===== config.mk =====
export PLATFORM = sky130hd
export DESIGN_NAME = ping_pong_seg_display
export DESIGN_NICKNAME = d
export VERILOG_FILES = /design/src/rtl/ping_pong_seg_display.sv
export SDC_FILE = /design/constraint.sdc
export NUM_CORES = 1
export LEC_CHECK = 0
export BUFFER_PORTS_ARGS = -buffer_cell sky130_fd_sc_hd__buf_2
export CAP_MARGIN = 5
export CORE_MARGIN = 2
export CORE_UTILIZATION = 50
export CTS_CLUSTER_DIAMETER = 120
export DETAILED_ROUTE_END_ITERATION = 12
export GPL_ROUTABILITY_DRIVEN = 0
export GPL_TIMING_DRIVEN = 1
export PLACE_DENSITY = 0.74
export RECOVER_POWER = 100
export SYNTH_ARGS = -nofsm -noshare
export SYNTH_HDL_FRONTEND = slang
export SYNTH_SLANG_ARGS = --single-unit

===== constraint.sdc =====
create_clock -name clk -period 4.33 [get_ports clk]
set_input_delay 0.2165 -clock clk [delete_from_list [all_inputs] [get_ports clk]]
set_output_delay 0.2165 -clock clk [all_outputs]
set_load 0.005 [all_outputs]

===== src/rtl/ping_pong_seg_display.sv =====
// ping_pong_seg_display: 4-digit common-anode multiplexed 7-segment driver
// for the ping-pong counter. Left pair shows the value in decimal, right
// pair shows "UP"/"dn". Inputs are snapshotted at each frame start so a
// whole frame shows one consistent value.
module ping_pong_seg_display #(
    parameter int DIV_COUNT = 100000
) (
    input  logic       clk,
    input  logic       rst_n,
    input  logic [3:0] value,
    input  logic       direction,
    output logic [3:0] an,
    output logic [6:0] seg
);

    localparam int CW = (DIV_COUNT > 1) ? $clog2(DIV_COUNT) : 1;
    localparam logic [CW-1:0] DIV_LAST = CW'(DIV_COUNT - 1);

    localparam logic [6:0] SEG_BLANK = 7'b1111111;
    localparam logic [6:0] SEG_U     = 7'b1000001;
    localparam logic [6:0] SEG_P     = 7'b0001100;
    localparam logic [6:0] SEG_D     = 7'b0100001;
    localparam logic [6:0] SEG_N     = 7'b0101011;

    logic [CW-1:0] div_cnt;
    logic          tick;
    logic [1:0]    ptr;
    logic [1:0]    ptr_next;
    logic [3:0]    snap_val;
    logic          snap_dir;
    logic [3:0]    dig_val;
    logic          tens;
    logic [3:0]    ones;
    logic [3:0]    an_next;
    logic [6:0]    seg_next;

    function automatic logic [6:0] dec_digit(input logic [3:0] d);
        logic [6:0] s;
        case (d)
            4'd0:    s = 7'b1000000;
            4'd1:    s = 7'b1111001;
            4'd2:    s = 7'b0100100;
            4'd3:    s = 7'b0110000;
            4'd4:    s = 7'b0011001;
            4'd5:    s = 7'b0010010;
            4'd6:    s = 7'b0000010;
            4'd7:    s = 7'b1111000;
            4'd8:    s = 7'b0000000;
            4'd9:    s = 7'b0010000;
            default: s = SEG_BLANK;
        endcase
        return s;
    endfunction

    // Slot decode for the digit that becomes active on the next tick.
    // The frame-start slot (digit 3) reads the live input because the
    // snapshot is being loaded on that very tick.
    always_comb begin
        tick     = (div_cnt == DIV_LAST);
        ptr_next = ptr - 2'd1;
        dig_val  = (ptr == 2'd0) ? value : snap_val;
        tens     = (dig_val >= 4'd10);
        ones     = tens ? (dig_val - 4'd10) : dig_val;
        an_next  = ~(4'b0001 << ptr_next);
        seg_next = SEG_BLANK;
        case (ptr_next)
            2'd3: seg_next = tens ? dec_digit(4'd1) : SEG_BLANK;
            2'd2: seg_next = dec_digit(ones);
            2'd1: seg_next = snap_dir ? SEG_U : SEG_D;
            2'd0: seg_next = snap_dir ? SEG_P : SEG_N;
            default: seg_next = SEG_BLANK;
        endcase
    end

    // Slot-rate divider: wraps to 0 on the tick cycle.
    always_ff @(posedge clk or negedge rst_n) begin
        if (!rst_n)    div_cnt <= '0;
        else if (tick) div_cnt <= '0;
        else           div_cnt <= div_cnt + 1'b1;
    end

    // Digit ring, registered outputs and frame-start snapshot.
    always_ff @(posedge clk or negedge rst_n) begin
        if (!rst_n) begin
            ptr      <= 2'd0;
            an       <= 4'b1111;
            seg      <= SEG_BLANK;
            snap_val <= 4'd0;
            snap_dir <= 1'b1;
        end else if (tick) begin
            ptr <= ptr_next;
            an  <= an_next;
            seg <= seg_next;
            if (ptr == 2'd0) begin
                snap_val <= value;
                snap_dir <= direction;
            end
        end
    end

endmodule


# Yosys cells after proc, flatten, opt, wreduce, memory -nomap -nowiden
# Memories as Yosys holds them, arrays and structs flattened.
# Index checks and enable logic that the tools add are counted.
[classes]
n_shift = 1
eq_ne = 4
n_lt_le_gt_ge = 1
n_reduce_logical = 3
bitwise_logic = 1
add_sub_neg = 3
muxes = 7
[ops]
columns = ["cell", "n"]
rows = [
  ["case mux 7 bit (4 select lines)", 1],
  ["adder 17 x 1 -> 17 bit (second input constant)", 1],
  ["== test 17 bit (second input constant)", 1],
  ["2-to-1 mux 17 bit", 1],
  ["2-to-1 mux 4 bit", 2],
  ["2-to-1 mux 7 bit", 1],
  ["2-to-1 mux 6 bit", 1],
  ["== test 2 bit (second input constant)", 2],
  [">= comparator 4 bit (second input constant)", 1],
  ["logical NOT 2 bit", 2],
  ["NOT 4 bit", 1],
  ["<< shifter 1 x 2 -> 4 bit (first input constant)", 1],
  ["subtractor 4 bit (second input constant)", 1],
  ["2-to-1 mux 3 bit", 1],
  ["== test 2 x 1 -> 1 bit (second input constant)", 1],
  ["AND reduction 2 bit", 1],
  ["subtractor 2 x 1 -> 2 bit (second input constant)", 1],
]
[totals]
mem_bits_ro = 112
register_bits = 35
memories = 1
out_inout_bits = 11
[mem_list]
columns = ["name", "depth", "word_bits", "rd", "rd_clocked_by_memory_dff", "wr", "line_no", "source"]
rows = [
  ["(name not given)", 16, 7, 1, 0, 0, "39", "case (d)"],
]

# Depth between registers and ports, before layout
# Gate-level depths: netlist of run 1.
# An unclocked memory read counts as a cell.
[logic_depth]
ltp_word = 6
mapped_depth = 11
mapped_depth_nobuf = 9

# Worst setup path after synthesis of run 1
# Ideal clock, no wire load.
[synth_path]
path_kind = "reg-to-reg"
start = "register ptr[0]"
end = "register seg[5]"
stages_incl_launch_ff = 12
required_time_ns = 4.250
n_path_buf = 2
period_less_slack_ns = 2.572
setup_ns = 0.080
t_arrival_ns = 2.493
slack_ns = 1.758
path_cell_list = "dfrtp_1 inv_1 ha_1 clkbuf_1 clkbuf_1 mux2i_1 nand2_1 o21ai_0 ha_1 or2_2 o221a_2 o22a_1"
[synth_rtl]
columns = ["item", "line_no", "source"]
rows = [
  ["start, declared", "27", "logic [1:0] ptr;"],
  ["start signal, assigned", "91", "ptr <= ptr_next;"],
  ["subtractor 2 x 1 -> 2 bit *", "60", "ptr_next = ptr - 2'd1;"],
  ["net ptr_next[0]", "28", "logic [1:0] ptr_next;"],
  ["== test 2 x 1 -> 1 bit, or another cell as far along", "66", "case (ptr_next)"],
  ["case mux 7 bit (4 select lines) *", "66", ""],
  ["end signal, assigned", "93", "seg <= seg_next;"],
  ["end, declared", "13", "output logic [6:0] seg"],
]
# The timed path passes the listed nets; every way through them passes the cells marked *.
# A chain may end at the register's enable or synchronous reset.

# Final worst setup path of run 1
[layout_path]
start = "register div_cnt[12]"
end = "register snap_val[3]"
[layout_between]
elab_chain_len = 1
[layout_rtl]
columns = ["item", "line_no", "source"]
rows = [
  ["start, declared", "25", "logic [CW-1:0] div_cnt;"],
  ["start signal, assigned", "79", "else div_cnt <= div_cnt + 1'b1;"],
  ["== test 17 bit", "59", "tick = (div_cnt == DIV_LAST);"],
  ["end signal, assigned", "95", "snap_val <= value;"],
  ["end, declared", "29", "logic [3:0] snap_val;"],
]
# Every way passes these cells.

==> out/results.tsv, run 1 <==
metric	value	unit
synth_seq_area_share	0.4599	
violations	capacitance limit, slew limit	
outcome	finished with violations	
critical_path_class	reg -> reg	
die_width	66.24	um
grt_usage	0.2077	
cts_resized	0	
cts_setup_buffers	0	
hold_path_class	in -> reg	
synth_area_per_cell	10.76	um2
clock_latency	0.28	ns
io_pins	18	
min_period_over_period	0.7175	
synth_ff_type	dfrtp_1	
path_max_fanout	21	
wire_per_inst	15.87	um
dr_total_vias	1379	
final.min_clock_period	3.107	ns
slew_viol_final	36	
r2r_cells	4	
stdcell_count	246	
htreeDepth	2	
placementRows	22	
p_leak	0.9617	nW
timing.rr.start	div_cnt[12]$_DFF_PN0_	
fillers	334	
area_growth	9.948	%
grt_pass1_wl	6.817	mm
drc_errors	0	
synthArstFlopShare	1.000	
place_area	2028	um2
final_area	2130	um2
min_path_cells	2	
crit_chain	or4b_1, nor4_1, and2_4, mux2_2	
synth-edff-count	0	
fin_util	0.5773	
avgViaCountPerCell	5.606	
place_inst	238	
cts-hold-fix-buffers	0	
numCtsBuffers	5	
cts_buffer_depth	2	
die_h	66.24	um
setup_slack	1.223	ns
cpPeakStageDelay	1.19	ns
maxCapViolCount	1	
ant_nets	0	
clk_pin_slew_worst_paths	0.07	ns
fin_setup_tns	0	ns
setup_viol	0	
grt_max_degree	36	
portBuffers	17	
fmax	0.3219	GHz
ys_ff_latch	35	
yosys.cell_types.count	44	
drtIter0Drc	54	
worstPathArrival	3.28	ns
worst_pin_slew	1.837	ns
power.density	328.0	nW/um2
first_global_vias	1443	
dp_hpwl	2.748	mm
slew_headroom	-0.2244	
dp_slack	1.460	ns
dr.pass1.iters	4	
wl	3.905	mm
initial_core_util	0.5251	
finalHoldViolCount	0	
antenna_cells	0	
worstHoldEndpoint	snap_dir$_DFFE_PN1P_	
ir_drop	0.2033	mV
min-delay-start	direction	
rsz0062_at_grt	no	
startpoint_type	flop	
synth_area	1937	um2
skew	0.006128	ns
cts_sinks	35	
yosysWarningCount	0	
r2r-end	snap_val[3]$_DFFE_PN0N_	
synth_nets	195	
crit_slowest_cell	nor4_1	
layout-drive-gt1-share	0.1919	
end_kind	flop	
grt-ovfl-total	0	
cts_tree	yes	
core	3689	um2
syn_inst	180	
die_area	4388	um2
reg2reg_slack	1.22	ns
finalNetCount	212	
antenna_found_initial	0	
cts-root-buf	clkbuf_8	
worstPathRequired	4.50	ns
==> metrics by stage <==
step                hold WS [ns]  power [mW]
floorplan               -0.07909      0.3465
global placement          0.3306      0.3588
detailed placement        0.3403      0.3601
CTS                      0.03625      0.7065
global route              0.1794      0.7201
finish                    0.1732      0.6985
==> metal layers <==
metal | up-vias | track usage | routed length (um)
li1 | 678 | - | -
met1 | 671 | 0.2475 | 1715
met2 | 26 | 0.3675 | 2016
met3 | 4 | 0.04429 | 145
met4 | 0 | 0.07143 | 27
met5 | - | 0 | 0
==> cell usage after synthesis (3+ instances only) <==
library cell | count | area [um2]
mux2_2 | 5 | 56.30
xor2_1 | 6 | 52.55
o21ai_0 | 5 | 25.02
nand3_1 | 10 | 50.05
ha_1 | 8 | 100.1
mux2i_1 | 8 | 80.08
nor2_1 | 9 | 33.78
and4_1 | 3 | 26.28
a21oi_1 | 12 | 60.06
dfstp_2 | 12 | 315.3
nand2_1 | 9 | 33.78
dfrtp_1 | 23 | 575.6
inv_1 | 10 | 37.54
and2_1 | 3 | 18.77
nor2b_1 | 3 | 18.77
a31oi_1 | 5 | 31.28
clkbuf_1 | 4 | 15.01
xnor2_1 | 9 | 78.83
==> layout make-up <==
| type | count | area, um2 | area share |
|---|---|---|---|
| multi-input cells | 128 | 925.9 | 0.4348 |
| well taps | 48 | 60.06 | 0.02820 |
| flip-flops and latches | 35 | 890.9 | 0.4183 |
| inverters | 10 | 37.54 | 0.01763 |
| clock buffers | 6 | 72.57 | 0.03408 |
| clock inverters | 2 | 60.06 | 0.02820 |
| repair buffers | 17 | 82.58 | 0.03878 |
==> where the power goes <==
group | internal [mW] | total, mW | switching (mW)
registers | 0.327 | 0.327 | 0
logic | 0.00816 | 0.0266 | 0.0185
clock network | 0.230 | 0.345 | 0.115
==> worst max path at each step <==
stage | start | endpoint | cells past startpoint
4_1_cts | ptr[0]$_DFFE_PN0N_ | seg[5]$_DFFE_PN1N_ | 9
2_1_floorplan | ptr[0]$_DFFE_PN0N_ | seg[5]$_DFFE_PN1N_ | 11
5_1_grt | div_cnt[13]$_DFF_PN0_ | an[1]$_DFFE_PN1N_ | 4
3_5_place_dp | ptr[0]$_DFFE_PN0N_ | seg[5]$_DFFE_PN1N_ | 9
6_report | div_cnt[12]$_DFF_PN0_ | snap_val[3]$_DFFE_PN0N_ | 4
3_3_place_gp | ptr[0]$_DFFE_PN0N_ | seg[5]$_DFFE_PN1N_ | 9
==> flip-flops by register name, summed over array words and instances, names as in the netlist <==
| register | flops |
|---|---|
| an | 4 |
| div_cnt | 17 |
| ptr | 2 |
| seg | 7 |
| snap_dir | 1 |
| snap_val | 4 |
==> logic make-up (layout without fill, tap and decap cells) <==
kind of cell | count (synthesis) | count (layout) | share of synthesized area
DFF | 35 | 35 | 0.4599
AOI/OAI and AO/OA | 37 | 37 | 0.1266
and+or+nand+nor | 53 | 53 | 0.1609
buffers and inverters | 17 | 35 | 0.04715
xor gates and xnor gates | 15 | 15 | 0.06783
adders and majority gates | 8 | 8 | 0.05168
muxes | 15 | 15 | 0.08592
==> layout by cell type (no fill, tap or decap), types with 6 or more instances in the layout <==
master	Yosys	routed
dfstp_1	0	8
a21oi_1	12	12
inv_1	10	10
ha_1	8	8
xor2_1	6	6
dfrtp_1	23	23
nor2_1	9	9
nand3_1	10	10
mux2i_1	8	8
buf_2	0	15
nand2_1	9	10
xnor2_1	9	9
==> critical path, delay by kind of cell (launching register included) <==
kind          cells  cell delay (ns)
simple gates      3             2.21
flops             1             0.40
mux               1             0.37
No activity file was read; power rests on OpenSTA's default activity.
==> run 2: changes to the inputs <==
==> constraint.sdc (replaced) <==
create_clock -name clk -period 3.25 [get_ports clk]
set_input_delay 0.1625 -clock clk [delete_from_list [all_inputs] [get_ports clk]]
set_output_delay 0.1625 -clock clk [all_outputs]
set_load 0.005 [all_outputs]
==> run 2 against run 1 <==
The run still ends with capacitance limit, slew limit left. Via count grew 2.8%. Worst setup slack lost 0.87 ns. Die area is the same. Clock skew is essentially flat. First-iteration DRC count grew 20%. Clock power grew 17%. Count of clock-buffer cells in the layout is the same. Global-route usage shrank 0.64 points. Non-clock buffer count grew 2. Combinational power grew 36%. Register-to-register slack lost 0.87 ns. Critical endpoint is now seg[5]$_DFFE_PN1N_.
==> out/results.tsv, run 2 (synthesis gave the netlist of run 1 again) <==
metric	value	unit	change
cts_tree	yes		
cts_buffer_depth	2		unchanged
maxCapViolCount	1		unchanged
outcome	finished with violations		
finalPower	0.8750	mW	+25%
clockPowerShare	0.461		-0.033
clk_pin_slew_worst_paths	0.07	ns	about the same
area_growth	10.79	%	
path_max_fanout	15		-29%
largest_reg_flops	17		unchanged
rsz0062_at_grt	no		
clock_latency	0.29	ns	about the same
hold_path_class	in -> reg		
wire_per_inst	15.58	um	-1.8%
final_common_cell	dfrtp_1		
grt_pass1_wl	6.575	mm	-3.5%
dr_total_vias	1417		+2.8%
avgViaCountPerCell	5.714		+1.9%
worst_pin_slew	1.871	ns	+0.03425 ns
die_h	66.24	um	unchanged
numCtsBuffers	5		unchanged
cts_sinks	35		unchanged
io_pins	18		unchanged
dp_hpwl	2.791	mm	+1.6%
setup_viol	0		unchanged
critical_path_class	reg -> reg		
grt-ovfl-total	0		unchanged
end_kind	flop		
seqPwrFrac	0.498		+0.030
first_global_vias	1390		-3.7%
dr.pass1.iters	4		unchanged
fin_setup_tns	0	ns	unchanged
grt_usage	0.2013		-0.006364
slew_headroom	-0.2473		-0.02284
switching_share	0.2053		+0.01454
setup_slack	0.3551	ns	-0.8683 ns
initial_core_util	0.5251		unchanged
portBuffers	17		unchanged
finalHoldViolCount	0		unchanged
violations	capacitance limit, slew limit		
worstPathArrival	3.11	ns	-0.17 ns
p_int	0.6953	mW	+23%
finalNetCount	214		+0.94%
timing.rr.start	ptr[0]$_DFFE_PN0N_		
placementRows	22		unchanged
drc_errors	0		unchanged
drtIter0Drc	65		+20%
startpoint	ptr[0]$_DFFE_PN0N_		
combPwrFrac	0.041		+0.003
layout-drive-gt1-share	0.2050		+0.01308
p_leak	0.9662	nW	+0.47%
skew	0.005733	ns	-0.0003952 ns
grt_max_degree	36		unchanged
antenna_cells	0		unchanged
worstPathRequired	3.47	ns	-1.03 ns
cts-root-buf	clkbuf_8		
wl	3.865	mm	-1.0%
fmax	0.3454	GHz	+7.3%
ir_drop	0.3952	mV	+94%
cts_setup_buffers	0		unchanged
reg2reg_slack	0.36	ns	-0.87 ns
regMostFlops	div_cnt		
antenna_found_initial	0		unchanged
core	3689	um2	unchanged
die_width	66.24	um	unchanged
mostFrequentLayoutCells	dfrtp_1 (23), buf_2 (13), a21oi_1 (12)		
dp_slack	0.3832	ns	-1.077 ns
power.density	407.8	nW/um2	+24%
ant_nets	0		unchanged
min_period_over_period	0.8907		+0.1733
slew_viol_final	36		unchanged
startpoint_type	flop		
htreeDepth	2		unchanged
final.min_clock_period	2.895	ns	-0.2117 ns
min-delay-start	direction		
die_area	4388	um2	unchanged
top_regs	div_cnt: 17 flops, seg: 7 flops		
p_sw	0.1797	mW	+35%
==> run 2: cell count changes in the layout (fill, tap and decap cells not counted), sizes merged <==
cell	previous run	this run
bufinv	2	1
buf	15	14
dlygate4sd3	0	1
clkbuf	8	10
clkinv	0	1
==> run 2: critical path, cell delays in order (launching register included) <==
cell	delay, ns
dfrtp_1	0.43
inv_1	0.16
ha_1	0.55
mux2_2	0.45
nand2_1	0.12
o21ai_0	0.13
ha_1	0.21
or2_2	0.32
o221a_2	0.28
o22a_1	0.18
==> run 2: cell type report <==
type / count / area, um2
multi-input combinational: 128 / 942.2
sequential: 35 / 890.9
fill: 327 / 1543
inverter: 10 / 37.54
tap: 48 / 60.06
timing repair buffer: 19 / 97.59
clock inverter: 2 / 35.03
clock buffer: 6 / 82.58
==> run 2: power by group through the flow <==
stage	Clock, mW	Sequential (mW)	Combinational (mW)
global placement	0	0.444	0.0340
global route	0.436	0.435	0.0418
detailed placement	0	0.444	0.0360
floorplan	0	0.444	0.0176
finish	0.403	0.436	0.0361
CTS	0.415	0.436	0.0369
==> run 2: final timing paths <==
kind | to | cells past startpoint
max | seg[5]$_DFFE_PN1N_ | 9
max reg2reg | seg[5]$_DFFE_PN1N_ | 9
min | snap_dir$_DFFE_PN1P_ | 2
min reg2reg | an[0]$_DFFE_PN1N_ | 2
min in group asynchronous | div_cnt[14]$_DFF_PN0_ | 2
max in group asynchronous | div_cnt[0]$_DFF_PN0_ | 2
==> run 2: what timing repair did <==
action,in CTS,in global routing
gates resized for setup,0,0
hold buffers,1,0
hold endpoints to repair,23,0
==> run 2: per-layer routing <==
layer	global-route usage	vias up	wire length (um)
li1	-	682	-
met1	0.2561	696	1703
met2	0.3250	31	1918
met3	0.05792	8	170
met4	0.07398	0	72
met5	0	-	0
==> run 2: through the flow <==
step           instances  hold WS (ns)  area (um2)    util
2_1_floorplan        180       -0.1331        1937       -
3_3_place_gp         239        0.2731        2036  0.5519
3_5_place_dp         239        0.2926        2036  0.5519
4_1_cts              248        0.1250        2163  0.5865
5_1_grt              248        0.1215        2146  0.5818
6_report             248        0.1336        2146  0.5818
